===== config.mk =====
export PLATFORM = sky130hd
export DESIGN_NAME = pipe_stall_ctrl
export DESIGN_NICKNAME = d
export VERILOG_FILES = /design/src/rtl/pipe_stall_ctrl_pkg.sv /design/src/rtl/pipe_stall_ctrl_perf_cnt.sv /design/src/rtl/pipe_stall_ctrl.sv
export SDC_FILE = /design/constraint.sdc
export NUM_CORES = 1
export LEC_CHECK = 0
export ABC_CLOCK_PERIOD_IN_PS = 1800
export BUFFER_PORTS_ARGS = -buffer_cell sky130_fd_sc_hd__buf_2
export CAP_MARGIN = 15
export CORE_ASPECT_RATIO = 1.2
export CORE_MARGIN = 2
export CORE_UTILIZATION = 42
export CTS_CLUSTER_SIZE = 24
export DETAILED_ROUTE_END_ITERATION = 6
export PLACE_DENSITY = 0.81
export SYNTH_ARGS = -nofsm -noshare
export SYNTH_HDL_FRONTEND = slang
export SYNTH_SLANG_ARGS = --single-unit

===== constraint.sdc =====
create_clock -name clk_i -period 1.8 [get_ports clk_i]
set_input_delay 0 -clock clk_i [delete_from_list [all_inputs] [get_ports clk_i]]
set_output_delay 0 -clock clk_i [all_outputs]
set_load 0.01 [all_outputs]

===== src/rtl/pipe_stall_ctrl_pkg.sv =====
// Shared definitions for the pipeline stall controller: FSM state encodings
// and the per-stage control bit layout used by the pipe-register modules.
package pipe_stall_ctrl_pkg;

    // FSM states, encoded to match the 2-bit debug state output
    typedef enum logic [1:0] {
        ST_RUN      = 2'd0,
        ST_LU_STALL = 2'd1,
        ST_LU_ADV   = 2'd2,
        ST_MEM_WAIT = 2'd3
    } stall_state_e;

    // Control bundle driven to the PC and the pipeline registers
    typedef struct packed {
        logic pc_we;
        logic if_id_we;
        logic if_id_flush;
        logic id_ex_bubble;
        logic pipe_we;
    } stall_ctrl_t;

    // Normal flow: every stage advances
    localparam stall_ctrl_t CTRL_RUN    = '{pc_we: 1'b1, if_id_we: 1'b1, if_id_flush: 1'b0,
                                            id_ex_bubble: 1'b0, pipe_we: 1'b1};
    // Whole pipe frozen while data memory is busy
    localparam stall_ctrl_t CTRL_FREEZE = '{pc_we: 1'b0, if_id_we: 1'b0, if_id_flush: 1'b0,
                                            id_ex_bubble: 1'b0, pipe_we: 1'b0};
    // Load-use stall: hold PC and IF/ID, inject a bubble into ID/EX
    localparam stall_ctrl_t CTRL_LU     = '{pc_we: 1'b0, if_id_we: 1'b0, if_id_flush: 1'b0,
                                            id_ex_bubble: 1'b1, pipe_we: 1'b1};
    // Taken branch: PC loads the target, IF/ID is replaced by a NOP
    localparam stall_ctrl_t CTRL_FLUSH  = '{pc_we: 1'b1, if_id_we: 1'b1, if_id_flush: 1'b1,
                                            id_ex_bubble: 1'b0, pipe_we: 1'b1};

endpackage


===== src/rtl/pipe_stall_ctrl_perf_cnt.sv =====
// Saturating performance counter with synchronous clear, used three times by
// the stall controller when STALL_PERF_EN is defined.
module stall_perf_cnt #(
    parameter int unsigned W = 32
) (
    input  logic         clk_i,
    input  logic         clr_i,
    input  logic         inc_i,
    output logic [W-1:0] cnt_o
);

    logic [W-1:0] cnt;

    // Count qualifying cycles, sticking at all-ones instead of wrapping
    always_ff @(posedge clk_i) begin
        if (clr_i) begin
            cnt <= '0;
        end else if (inc_i && (cnt != {W{1'b1}})) begin
            cnt <= cnt + 1'b1;
        end
    end

    assign cnt_o = cnt;

endmodule


===== src/rtl/pipe_stall_ctrl.sv =====
// Pipeline stall controller: converts load-use, memory-busy and taken-branch
// requests into PC / pipe-register write enables, bubbles and flushes.
// Optional feature macro: STALL_PERF_EN adds saturating performance counters.
module pipe_stall_ctrl
    import pipe_stall_ctrl_pkg::*;
#(
    parameter int unsigned LU_STALL_CYCLES = 1,
    parameter int unsigned MEM_TIMEOUT     = 255,
    parameter int unsigned PERF_W          = 32
) (
    input  logic              clk_i,
    input  logic              rst_i,
    input  logic              hazard_stall_i,
    input  logic              branch_taken_i,
    input  logic              mem_stall_req_i,
    input  logic              mem_ready_i,
    output logic              pc_we_o,
    output logic              if_id_we_o,
    output logic              if_id_flush_o,
    output logic              id_ex_bubble_o,
    output logic              pipe_we_o,
    output logic [1:0]        state_o,
    output logic              timeout_o,
    output logic [PERF_W-1:0] lu_cnt_o,
    output logic [PERF_W-1:0] mem_cnt_o,
    output logic [PERF_W-1:0] flush_cnt_o
);

    localparam logic [1:0] LU_LAST  = 2'(LU_STALL_CYCLES - 1);
    localparam logic [7:0] TMO_LAST = 8'(MEM_TIMEOUT);

    stall_state_e state, state_n;
    stall_state_e ret_state, ret_state_n;
    logic [1:0]   lu_cnt, lu_cnt_n;
    logic [7:0]   tmo_cnt, tmo_cnt_n;
    logic         timeout_q, timeout_n;
    stall_ctrl_t  ctrl_raw;
    stall_ctrl_t  ctrl;

    // State, return-state, stall/timeout counters and sticky timeout flag
    always_ff @(posedge clk_i) begin
        if (rst_i) begin
            state     <= ST_RUN;
            ret_state <= ST_RUN;
            lu_cnt    <= '0;
            tmo_cnt   <= '0;
            timeout_q <= 1'b0;
        end else begin
            state     <= state_n;
            ret_state <= ret_state_n;
            lu_cnt    <= lu_cnt_n;
            tmo_cnt   <= tmo_cnt_n;
            timeout_q <= timeout_n;
        end
    end

    // Next-state and control decode; memory beats load-use beats branch
    always_comb begin
        state_n     = state;
        ret_state_n = ret_state;
        lu_cnt_n    = lu_cnt;
        tmo_cnt_n   = tmo_cnt;
        timeout_n   = timeout_q;
        ctrl_raw    = CTRL_RUN;

        unique case (state)
            ST_RUN: begin
                if (mem_stall_req_i) begin
                    ctrl_raw    = CTRL_FREEZE;
                    state_n     = ST_MEM_WAIT;
                    ret_state_n = ST_RUN;
                    tmo_cnt_n   = '0;
                end else if (hazard_stall_i) begin
                    ctrl_raw = CTRL_LU;
                    if (LU_STALL_CYCLES > 1) begin
                        state_n  = ST_LU_STALL;
                        lu_cnt_n = 2'd1;
                    end else begin
                        state_n = ST_LU_ADV;
                    end
                end else if (branch_taken_i) begin
                    ctrl_raw = CTRL_FLUSH;
                end
            end

            ST_LU_STALL: begin
                if (mem_stall_req_i) begin
                    ctrl_raw    = CTRL_FREEZE;
                    state_n     = ST_MEM_WAIT;
                    ret_state_n = ST_LU_STALL;
                    tmo_cnt_n   = '0;
                end else begin
                    ctrl_raw = CTRL_LU;
                    if (lu_cnt == LU_LAST) begin
                        state_n = ST_LU_ADV;
                    end else begin
                        lu_cnt_n = lu_cnt + 2'd1;
                    end
                end
            end

            ST_LU_ADV: begin
                if (mem_stall_req_i) begin
                    ctrl_raw    = CTRL_FREEZE;
                    state_n     = ST_MEM_WAIT;
                    ret_state_n = ST_LU_ADV;
                    tmo_cnt_n   = '0;
                end else begin
                    state_n = ST_RUN;
                    if (branch_taken_i) begin
                        ctrl_raw = CTRL_FLUSH;
                    end
                end
            end

            ST_MEM_WAIT: begin
                ctrl_raw = CTRL_FREEZE;
                if (mem_ready_i) begin
                    state_n = ret_state;
                end else if (tmo_cnt == TMO_LAST) begin
                    timeout_n = 1'b1;
                    state_n   = ST_RUN;
                end else begin
                    tmo_cnt_n = tmo_cnt + 8'd1;
                end
            end

            default: begin
                state_n = ST_RUN;
            end
        endcase
    end

    // Reset forces every enable, flush and bubble low in the same cycle
    always_comb begin
        ctrl = ctrl_raw;
        if (rst_i) begin
            ctrl = CTRL_FREEZE;
        end
    end

    assign pc_we_o        = ctrl.pc_we;
    assign if_id_we_o     = ctrl.if_id_we;
    assign if_id_flush_o  = ctrl.if_id_flush;
    assign id_ex_bubble_o = ctrl.id_ex_bubble;
    assign pipe_we_o      = ctrl.pipe_we;
    assign state_o        = state;
    assign timeout_o      = timeout_q;

`ifdef STALL_PERF_EN
    logic lu_inc;
    logic mem_inc;
    logic flush_inc;

    assign lu_inc    = ctrl.id_ex_bubble;
    assign mem_inc   = !rst_i && (ctrl_raw == CTRL_FREEZE);
    assign flush_inc = ctrl.if_id_flush;

    stall_perf_cnt #(.W(PERF_W)) u_lu_cnt (
        .clk_i (clk_i),
        .clr_i (rst_i),
        .inc_i (lu_inc),
        .cnt_o (lu_cnt_o)
    );

    stall_perf_cnt #(.W(PERF_W)) u_mem_cnt (
        .clk_i (clk_i),
        .clr_i (rst_i),
        .inc_i (mem_inc),
        .cnt_o (mem_cnt_o)
    );

    stall_perf_cnt #(.W(PERF_W)) u_flush_cnt (
        .clk_i (clk_i),
        .clr_i (rst_i),
        .inc_i (flush_inc),
        .cnt_o (flush_cnt_o)
    );
`else
    assign lu_cnt_o    = '0;
    assign mem_cnt_o   = '0;
    assign flush_cnt_o = '0;
`endif

endmodule


# == Word level (Yosys, flattened, before mapping) ==
# Cells that the tools add are included.
# totals
register_bits,15
in_bits,6
output_inout_bits,104
elab_cells,55
# classes
add_sub_neg,2
n_eq_ne,13
muxes,23
n_bitwise,3
n_reduce_logical,9
# ops
cell,n
$mux 8,3
$mux 2,11
$mux 5,4
$pmux 5 s4,1
$pmux 8 s2,1
$reduce_and 3->1,4
$ne 2x2->1 const B,5
$ne 3x3->1 const B,3
$add 8x1->8 const B,1
$eq 8x8->1 const B,1
$pmux 2 s4,1
$pmux 2 s3,1
$eq 2x2->1 const B,2
$logic_not 2->1,2
$reduce_and 4->1,1
$mux 3,1
$not 1->1,3
$reduce_bool 3->1,1
$reduce_or 3->1,1
$add 2x1->2 const B,1
$eq 2x1->1 const B,1
$ne 2x1->1 const B,1

# == Depth between registers and ports, before layout ==
# Gate-level depths: netlist (run 1).
# depth
depth_word,5
ltp_mapped,6
ltp_nobuf,6

# == Least setup slack after synthesis (run 1) ==
# Ideal clock, no wire load.
# synth_timing
path_kind,reg-to-reg
startpoint,register tmo_cnt[0]
endpoint,register tmo_cnt[3]
setup_time_ns,0.065
t_arrival_ns,1.276
t_required_ns,1.735
path_slack_ns,0.458
stages_incl_launch_ff,6
path_buffers,0
synth_period_minus_slack_ns,1.342
path_cell_list,dfxtp_1 > ha_1 > nand3_4 > o2111ai_1 > mux2_1 > nor2_1
# synth_via
elab_chain_cells,4
elab_cells_between_ends,7
cone_classes,add/sub (1); eq/ne (2); mux (3); reduce/logical (1)
# synth_lines
element,line_no,source
"start, declared",pipe_stall_ctrl.sv:35,"logic [7:0] tmo_cnt, tmo_cnt_n;"
"start signal, assigned",pipe_stall_ctrl.sv:52,tmo_cnt <= tmo_cnt_n;
$add 8x1->8,pipe_stall_ctrl.sv:124,tmo_cnt_n = tmo_cnt + 8'd1;
$mux 8,pipe_stall_ctrl.sv:120,end else if (tmo_cnt == TMO_LAST) begin
$mux 8,pipe_stall_ctrl.sv:118,if (mem_ready_i) begin
$pmux 8 s2,pipe_stall_ctrl.sv:66,unique case (state)
# Parallel ways exist; a longest one is shown, timed or not. The select of a mux whose other input is x is not followed.
# A chain may end at the register's enable or synchronous reset.

# == Worst setup path after layout (run 1) ==
# layout_timing
startpoint,"register state[1], in the netlist state_o[1]"
endpoint,output port if_id_flush_o
# layout_via
elab_chain_cells,3
elab_cells_between_ends,6
cone_classes,eq/ne (3); mux (2); reduce/logical (1)
# layout_lines
element,line_no,source
"start, declared",pipe_stall_ctrl.sv:32,"stall_state_e state, state_n;"
"start signal, assigned",pipe_stall_ctrl.sv:49,state <= state_n;
$eq 2x2->1 (tied with other cells),pipe_stall_ctrl.sv:66,
$pmux 5 s4 *,pipe_stall_ctrl.sv:66,
$mux 5 *,pipe_stall_ctrl.sv:137,if (rst_i) begin
"end, declared",pipe_stall_ctrl.sv:19,"output logic if_id_flush_o,"
# Every way passes the cells marked *; elsewhere a longest branch is shown, timed or not.

==> results of run 1 <==
metrics by stage:
| stage | std cells | cell area (sq um) |
|---|---|---|
| after floorplan | 285 | 1950 |
| after global placement | 250 | 1330 |
| after detailed placement | 250 | 1330 |
| after CTS | 254 | 1370 |
| after global routing | 254 | 1370 |
| final | 254 | 1370 |
logic make-up after synthesis:
kind of cell / count (synthesis) / synth area share [%]
multiplexers: 2 / 1.34
buffers and inverters: 106 / 49.0
XOR/XNOR: 1 / 0.551
AND/OR/NAND/NOR: 37 / 15.3
flip-flops: 15 / 18.9
adder cells (fa/ha/maj): 2 / 1.57
other: 1 / 0.236
AO/OA/AOI/OAI: 26 / 13.1
critical path: stages, from the launching register on:
cell       delay, ps
dfxtp_1          320
buf_4            180
inv_1             80
a2111oi_2        390
and2_1           180
buf_2            130
power by group:
part	leakage [nW]	internal, mW	switching [mW]	total, mW
clock	0.0228	0.157	0.120	0.277
combinational	0.527	0.0374	0.153	0.190
sequential	0.122	0.341	0.00386	0.345
registers in the layout, summed over array words and instances, names as in the netlist:
register / flops
ret_state: 2
state_o: 2
timeout_o: 1
tmo_cnt: 8
lu_cnt: 2
how the worst max path moves through the flow:
stage,start,endpoint,slack (ps)
after floorplan,tmo_cnt[0]$_SDFFE_PP0P_,tmo_cnt[3]$_SDFFE_PP0P_,460
after global placement,tmo_cnt[0]$_SDFFE_PP0P_,tmo_cnt[6]$_SDFFE_PP0P_,400
after detailed placement,tmo_cnt[0]$_SDFFE_PP0P_,tmo_cnt[4]$_SDFFE_PP0P_,320
after CTS,state_o[1]$_SDFFE_PP0P_,if_id_flush_o,240
after global routing,state_o[1]$_SDFFE_PP0P_,if_id_flush_o,130
final,state_o[1]$_SDFFE_PP0P_,if_id_flush_o,270
cell usage after synthesis (2+ instances only):
| master | n | share of area, % |
|---|---|---|
| a31oi_1 | 2 | 0.79 |
| nand2_1 | 3 | 0.71 |
| nand4b_1 | 3 | 1.7 |
| and3_2 | 2 | 0.94 |
| o21ai_0 | 3 | 0.94 |
| dfxtp_1 | 15 | 19 |
| nor3_1 | 2 | 0.63 |
| ha_1 | 2 | 1.6 |
| nand4_1 | 3 | 1.2 |
| buf_4 | 99 | 47 |
| inv_1 | 4 | 0.94 |
| a311oi_2 | 2 | 1.9 |
| a21oi_1 | 5 | 1.6 |
| o211ai_1 | 2 | 0.94 |
| and2_1 | 2 | 0.79 |
| o31ai_1 | 3 | 1.4 |
| nor2_1 | 10 | 2.4 |
| nor2b_1 | 3 | 1.2 |
| a21o_1 | 2 | 0.94 |
cell type report:
cell class / count / area [sq um]
clock buffer: 4 / 45.0
multi-input combinational: 164 / 867
tap: 52 / 65.1
inverter: 4 / 15.0
fill: 385 / 2260
sequential: 15 / 300
timing repair buffer: 15 / 80.1
placed cells by master, fill, tap and decap left out, types with 2 or more instances in the layout:
cell | synthesis | layout
conb_1 | 1 | 96
dfxtp_1 | 15 | 15
buf_2 | 1 | 13
nor2_1 | 10 | 10
a21oi_1 | 5 | 5
inv_1 | 4 | 4
nand4_1 | 3 | 3
nand4b_1 | 3 | 3
nand2_1 | 3 | 3
o31ai_1 | 3 | 3
o21ai_0 | 3 | 3
nor2b_1 | 3 | 3
clkbuf_8 | 0 | 3
and2_1 | 2 | 2
and3_2 | 2 | 2
a21o_1 | 2 | 2
a31oi_1 | 2 | 2
a311oi_2 | 2 | 2
o211ai_1 | 2 | 2
nor3_1 | 2 | 2
ha_1 | 2 | 2
buf_4 | 99 | 2
metal layers:
layer | GRT usage, % | vias up | wire length (um)
li1 | - | 475 | -
met1 | 11.1 | 470 | 786
met2 | 18.2 | 80 | 1170
met3 | 1.62 | 9 | 249
met4 | 8.64 | 0 | 92
met5 | 0 | - | 0
==> results.yml, run 1 <==
outcome:
  status: "completed"
timing:
  slew_viol_final: 0
  final-setup-viol-count: 0
  rsz0062_at_grt: "no"
  hold_viol: 0
  fin_skew_ps: 1.90
  hold_slack_ps: 101
  timing.final.ws_setup_ps: 267
  fmax_mhz: 652
  timing.final.crit_share_pct: 85.2
  tns_ps: 0
  fin_crit_ps: 1530
global_route:
  grt-ovfl-total: 0
  grt_start_max_net_pins: 21
  grt_pass1_wl_um: 3480
  grt_pass1_vias: 795
  grt_use_total_pct: 10.7
  antenna_found_initial: 0
synth:
  avgSynthCellArea_sq_um: 8.36
  synth-main-ff-cell: "dfxtp_1"
  yosys_warnings: 0
  ys_ff_latch: 15
  synth_area_sq_um: 1590
  synthCells: 190
  async_reset_ff_share_pct: 0
  ys_seq_area_share_pct: 18.9
  synth_cell_types: 42
  synth_edf_count: 0
flow_run:
  cap_violations: 0
pwr:
  power_mw: 0.812
  power_leakage_nw: 0.672
  ir_drop_mv: 0.329
  power.density_nw_per_um2: 591
cts:
  cts_htree_levels: 1
  cts_hold_buffers: 0
  cts_buffers: 3
  clk_pin_slew_ps: 60
  cts_tree: "yes"
  clk_path_buf_depth: 2
  clk_latency_ps: 250
  cts_setup_buffers: 0
  cts_root_buf: "clkbuf_8"
  clkSinkCount: 15
  ctsResizeCount: 0
floorplanning:
  fp-row-count: 24
  initial_core_util_pct: 43.7
  die_h_um: 71.4
  core_sq_um: 3630
  fp.dieW_um: 60.2
  ioPinCount: 110
  die_area_sq_um: 4290
min_path:
  worst_hold_startpoint: "mem_ready_i"
  hold_path_class: "in2reg"
  holdPathEnd: "tmo_cnt[4]$_SDFFE_PP0P_"
  worstHoldPathCells: 3
drt:
  dr.pass1.iters: 4
  viasPerCell: 4.07
  drc_errors: 0
  ant_nets: 0
  drtIter0Drc: 27
  wl_per_cell_um: 9.05
  wirelength_um: 2300
  vias: 1034
worst_setup_path:
  regToRegStartpoint: "tmo_cnt[0]$_SDFFE_PP0P_"
  arrival_ps: 1530
  crit_path_end_kind: "primary output"
  cp-start-kind: "flip-flop"
  worstSetupPathType: "reg2out"
  worstPathRequired_ps: 1800
  reg2reg_slack_ps: 300
  rr_worst_depth: 5
  r2r-end: "tmo_cnt[3]$_SDFFE_PP0P_"
  path_max_fanout: 11
cells_and_area:
  fin_util_pct: 37.8
  drive_gt1_share_pct: 14.9
  nets: 211
  syn_to_final_growth_pct: -13.6
  insertedDiodeCount: 0
placement:
  gp_congestion: 0.753
  numPortBuffers: 13
  dp_hpwl_um: 1770
  place_ws_ps: 325
Note: power is estimated with default switching activity, not from simulation.
==> inputs of run 2 (changes only) <==
--- a/config.mk
+++ b/config.mk
@@ -6,14 +6,13 @@
 export NUM_CORES = 1
 export LEC_CHECK = 0
 export ABC_CLOCK_PERIOD_IN_PS = 1800
-export BUFFER_PORTS_ARGS = -buffer_cell sky130_fd_sc_hd__buf_2
 export CAP_MARGIN = 15
 export CORE_ASPECT_RATIO = 1.2
 export CORE_MARGIN = 2
-export CORE_UTILIZATION = 42
+export CORE_UTILIZATION = 40
 export CTS_CLUSTER_SIZE = 24
 export DETAILED_ROUTE_END_ITERATION = 6
-export PLACE_DENSITY = 0.81
+export DONT_BUFFER_PORTS = 1
 export SYNTH_ARGS = -nofsm -noshare
 export SYNTH_HDL_FRONTEND = slang
 export SYNTH_SLANG_ARGS = --single-unit
==> results.yml, run 2 (synthesis gave the netlist of run 1 again) <==
cts:
  cts_tree: "yes"
  cts_setup_buffers: 0
  ctsResizeCount: 0
  clk_latency_ps: 250
  clk_path_buf_depth: 2
  clkSinkCount: 15
  cts_buffers: 3
  cts_root_buf: "clkbuf_8"
  clk_pin_slew_ps: 70
  cts_htree_levels: 1
worst_setup_path:
  crit_slowest_cell: "dfxtp_1"
  path_max_fanout: 9
  reg2reg_slack_ps: 270
  cp_cell_sequence: "ha_1, nand3_4, o21ai_2, nand2_2, a221oi_2"
  regToRegStartpoint: "tmo_cnt[0]$_SDFFE_PP0P_"
  worstSetupPathType: "reg2reg"
  cp_slowest_stage_delay_ps: 370
  crit_path_end_kind: "flip-flop"
  cp-start-kind: "flip-flop"
  arrival_ps: 1700
  worstPathRequired_ps: 1970
  rr_worst_depth: 5
  r2r-end: "tmo_cnt[4]$_SDFFE_PP0P_"
pwr:
  power_mw: 0.808
  ir_drop_mv: 0.437
  switching_share_pct: 34.3
  intPower_mw: 0.531
  power_frac_comb_pct: 21.9
  power.density_nw_per_um2: 600
  p_switching_mw: 0.277
  seqPwrFrac_pct: 43.2
  clockPowerShare_pct: 35.0
  power_leakage_nw: 0.629
min_path:
  worst_hold_startpoint: "mem_stall_req_i"
  worstHoldPathCells: 2
  holdPathEnd: "ret_state[1]$_SDFFE_PP0P_"
  hold_path_class: "in2reg"
cells_and_area:
  layout.filler_cells: 428
  regMostFlops: "tmo_cnt"
  final_cell_mix: "conb_1 (96), dfxtp_1 (15), nor2_1 (10)"
  multiInputGateArea_sq_um: 867
  ff_latch_area_sq_um: 300
  largest_register_ff_count: 8
  syn_to_final_growth_pct: -15.2
  insertedDiodeCount: 0
  drive_gt1_share_pct: 9.33
  nets: 202
  final_common_cell: "conb_1"
placement:
  place_ws_ps: 270
  gp_congestion: 0.830
  numPortBuffers: 0
  dp_hpwl_um: 1740
timing:
  slew_viol_final: 0
  rsz0062_at_grt: "no"
  fmax_mhz: 652
  fin_crit_ps: 1530
  tns_ps: 0
  timing.final.ws_setup_ps: 266
  tightestPinTransition_ps: 676
  timing.final.crit_share_pct: 85.2
  fin_skew_ps: 4.08
  final-setup-viol-count: 0
  hold_viol: 0
  slew_headroom_pct: 54.8
global_route:
  antenna_found_initial: 0
  grt_pass1_wl_um: 3470
  grt_use_total_pct: 10.4
  grt-ovfl-total: 0
  grt_start_max_net_pins: 18
  grt_pass1_vias: 745
drt:
  viasPerCell: 3.85
  drc_errors: 0
  drtIter0Drc: 21
  dr.pass1.iters: 4
  wl_per_cell_um: 9.29
  vias: 950
  ant_nets: 0
  wirelength_um: 2290
floorplanning:
  die_area_sq_um: 4490
  ioPinCount: 110
  fp.dieW_um: 61.5
  fp-row-count: 25
  die_h_um: 73.0
  core_sq_um: 3880
  initial_core_util_pct: 41.0
outcome:
  status: "completed"
flow_run:
  cap_violations: 0
## run 2: cell types whose count changed in the layout (fill, tap and decap cells not counted)
cell           change
buf_2             -13
dlygate4sd3_1      +3
buf_4              +1
## run 2: power groups by stage
| stage | sequential (mW) | clock [mW] | combinational [mW] |
|---|---|---|---|
| 2_1_floorplan | 0.355 | 0 | 0.309 |
| 3_3_place_gp | 0.356 | 0 | 0.160 |
| 3_5_place_dp | 0.356 | 0 | 0.160 |
| 4_1_cts | 0.349 | 0.288 | 0.173 |
| 5_1_grt | 0.350 | 0.298 | 0.202 |
| 6_report | 0.349 | 0.283 | 0.177 |
## run 2: worst max-delay path: cells and delay by family, from the launching register on
family	cells	cell delay [ps]
AOI/OAI and AO/OA	2	560
DFF	1	370
and+or+nand+nor	2	280
adders and majority gates	1	240
## run 2: layout make-up
class / count / area share [%]
well taps: 54 / 5.01
inverters: 4 / 1.11
flip-flops and latches: 15 / 22.3
clock buffers: 4 / 3.34
multi-input cells: 164 / 64.3
repair buffers: 6 / 3.90
## run 2: stage by stage
| stage | instance area [sq um] | hold WS, ps | util (%) | instances |
|---|---|---|---|---|
| after floorplan | 1950 | 35.5 | - | 285 |
| after global placement | 1270 | 50.9 | 32.8 | 240 |
| after detailed placement | 1270 | 50.3 | 32.8 | 240 |
| after CTS | 1350 | 6.53 | 34.7 | 247 |
| after global routing | 1350 | 38.1 | 34.7 | 247 |
| final | 1350 | 6.02 | 34.7 | 247 |
## run 2: worst max path at each step
stage / from / to / depth (start not counted)
floorplan: tmo_cnt[0]$_SDFFE_PP0P_ / tmo_cnt[3]$_SDFFE_PP0P_ / 5
global placement: tmo_cnt[0]$_SDFFE_PP0P_ / tmo_cnt[4]$_SDFFE_PP0P_ / 5
detailed placement: tmo_cnt[0]$_SDFFE_PP0P_ / tmo_cnt[4]$_SDFFE_PP0P_ / 5
CTS: tmo_cnt[0]$_SDFFE_PP0P_ / tmo_cnt[4]$_SDFFE_PP0P_ / 5
global route: tmo_cnt[0]$_SDFFE_PP0P_ / tmo_cnt[6]$_SDFFE_PP0P_ / 5
finish: tmo_cnt[0]$_SDFFE_PP0P_ / tmo_cnt[4]$_SDFFE_PP0P_ / 5
## run 2: timing repair
action / 4_1_cts / 5_1_grt
hold buffers: 3 / 0
endpoints found under the setup margin: 0 / 0
endpoints found under the hold margin: 15 / 0
## run 2: layer usage
metal	vias to the layer above	part of all wire [%]	GRT usage, %	wire length, um
li1	452	-	-	-
met1	432	40	12.7	914
met2	62	49	16.7	1110
met3	4	10	3.19	232
met4	0	1.4	4.26	33
met5	-	0	0	0
==> inputs of run 3 (changes only) <==
--- a/config.mk
+++ b/config.mk
@@ -9,10 +9,11 @@
 export CAP_MARGIN = 15
 export CORE_ASPECT_RATIO = 1.2
 export CORE_MARGIN = 2
-export CORE_UTILIZATION = 40
+export CORE_UTILIZATION = 63
 export CTS_CLUSTER_SIZE = 24
 export DETAILED_ROUTE_END_ITERATION = 6
 export DONT_BUFFER_PORTS = 1
+export PLACE_DENSITY = 0.79
 export SYNTH_ARGS = -nofsm -noshare
 export SYNTH_HDL_FRONTEND = slang
 export SYNTH_SLANG_ARGS = --single-unit
==> results.yml, run 3 (synthesis gave the netlist of run 1 again) <==
outcome:
  status: "completed"
floorplanning:
  die_area_sq_um: 2940
  fp.dieW_um: 49.8
  core_sq_um: 2350
  ioPinCount: 110
  die_h_um: 59.0
  fp-row-count: 19
  initial_core_util_pct: 67.5
pwr:
  intPower_mw: 0.459
  switching_share_pct: 35.8
  clockPowerShare_pct: 26.9
  p_switching_mw: 0.256
  power_frac_comb_pct: 24.0
  power_leakage_nw: 0.622
  power.density_nw_per_um2: 550
  ir_drop_mv: 0.382
  seqPwrFrac_pct: 49.1
drt:
  wirelength_um: 2090
  dr.pass1.iters: 4
  viasPerCell: 4.23
  vias: 947
  ant_nets: 0
  drc_errors: 0
  drtIter0Drc: 10
  wl_per_cell_um: 9.35
global_route:
  grt_start_max_net_pins: 18
  grt_use_total_pct: 13.4
  grt-ovfl-total: 0
  grt_pass1_vias: 734
  antenna_found_initial: 0
  grt_pass1_wl_um: 3080
timing:
  fin_crit_ps: 1630
  tns_ps: 0
  slew_headroom_pct: 54.0
  hold_slack_ps: 6.53
  timing.final.crit_share_pct: 90.7
  tightestPinTransition_ps: 688
  final-setup-viol-count: 0
  rsz0062_at_grt: "no"
  slew_viol_final: 0
  hold_viol: 0
  fin_skew_ps: 1.20
  fmax_mhz: 613
  timing.final.ws_setup_ps: 168
cts:
  cts_tree: "yes"
  ctsResizeCount: 0
  clkSinkCount: 15
  clk_latency_ps: 280
  clk_pin_slew_ps: 90
  clk_path_buf_depth: 2
  cts_buffers: 3
  cts_root_buf: "clkbuf_4"
  cts_htree_levels: 1
placement:
  gp_congestion: 0.800
  dp_hpwl_um: 1620
  numPortBuffers: 0
  placed_cell_area_sq_um: 1240
  place_ws_ps: 262
cells_and_area:
  syn_to_final_growth_pct: -18.2
  final_common_cell: "conb_1"
  regMostFlops: "tmo_cnt"
  nets: 202
  insertedDiodeCount: 0
  final_cell_mix: "conb_1 (96), dfxtp_1 (15), nor2_1 (10)"
  final_area_sq_um: 1300
  largest_register_ff_count: 8
  drive_gt1_share_pct: 9.33
worst_setup_path:
  worstPathRequired_ps: 1800
  rr_worst_depth: 4
  r2r-end: "tmo_cnt[3]$_SDFFE_PP0P_"
  path_max_fanout: 10
  arrival_ps: 1630
  worstSetupPathType: "reg2out"
  regToRegStartpoint: "state_o[0]$_SDFFE_PP0P_"
  cp-start-kind: "flip-flop"
  crit_path_end_kind: "primary output"
  reg2reg_slack_ps: 190
flow_run:
  cap_violations: 0
min_path:
  worst_hold_startpoint: "mem_stall_req_i"
  worstHoldPathCells: 3
  holdPathEnd: "state_o[0]$_SDFFE_PP0P_"
  hold_path_class: "in2reg"
[run 3: changes by cell type in the layout (fill, tap and decap cells not counted)]
cell / previous run / this run
clkbuf_4: 0 / 3
clkbuf_8: 3 / 0
[run 3: repair_timing]
item                                    4_1_cts  5_1_grt
setup buffers                                 0        0
hold buffers                                  3        0
endpoints found under the setup margin        0        0
endpoints found under the hold margin        15        0
[run 3: worst max-delay path: stages (launching register included)]
cell,delay [ps]
dfxtp_1,400
buf_4,200
inv_1,80
a2111oi_2,290
buf_4,200
and2_1,180
[run 3: layout make-up]
type / instances / area [sq um]
Sequential cell: 15 / 300
Multi-Input combinational cell: 164 / 867
Timing Repair Buffer: 6 / 52.6
Fill cell: 244 / 1050
Clock buffer: 4 / 26.3
Tap cell: 31 / 38.8
Inverter: 4 / 15.0
[run 3: layer usage]
layer | share of wire [%] | global-route usage, % | up-vias
li1 | - | - | 457
met1 | 39 | 16.2 | 427
met2 | 51 | 22.9 | 57
met3 | 8.5 | 2.78 | 6
met4 | 1.4 | 6.35 | 0
met5 | 0 | 0 | -
[run 3: power by group through the flow]
stage	clock network [mW]	registers (mW)	logic (mW)
final	0.192	0.351	0.172
after global routing	0.219	0.353	0.190
after CTS	0.195	0.351	0.168
after detailed placement	0	0.359	0.155
after floorplan	0	0.355	0.309
after global placement	0	0.358	0.154
[run 3: through the flow]
stage                     instances  utilization (%)  power [mW]
after global routing            224             55.2       0.762
after detailed placement        217             52.8       0.513
after CTS                       224             55.2       0.714
final                           224             55.2       0.715
after global placement          217             52.8       0.512
after floorplan                 285                -       0.664
[run 3: worst max-delay path by stage]
stage,start,slack (ps),cells past startpoint,to
2_1_floorplan,tmo_cnt[0]$_SDFFE_PP0P_,460,5,tmo_cnt[3]$_SDFFE_PP0P_
3_3_place_gp,state_o[0]$_SDFFE_PP0P_,280,4,tmo_cnt[3]$_SDFFE_PP0P_
3_5_place_dp,state_o[0]$_SDFFE_PP0P_,260,4,tmo_cnt[3]$_SDFFE_PP0P_
4_1_cts,state_o[1]$_SDFFE_PP0P_,150,5,if_id_flush_o
5_1_grt,state_o[1]$_SDFFE_PP0P_,50,5,if_id_flush_o
6_report,state_o[1]$_SDFFE_PP0P_,170,5,if_id_flush_o
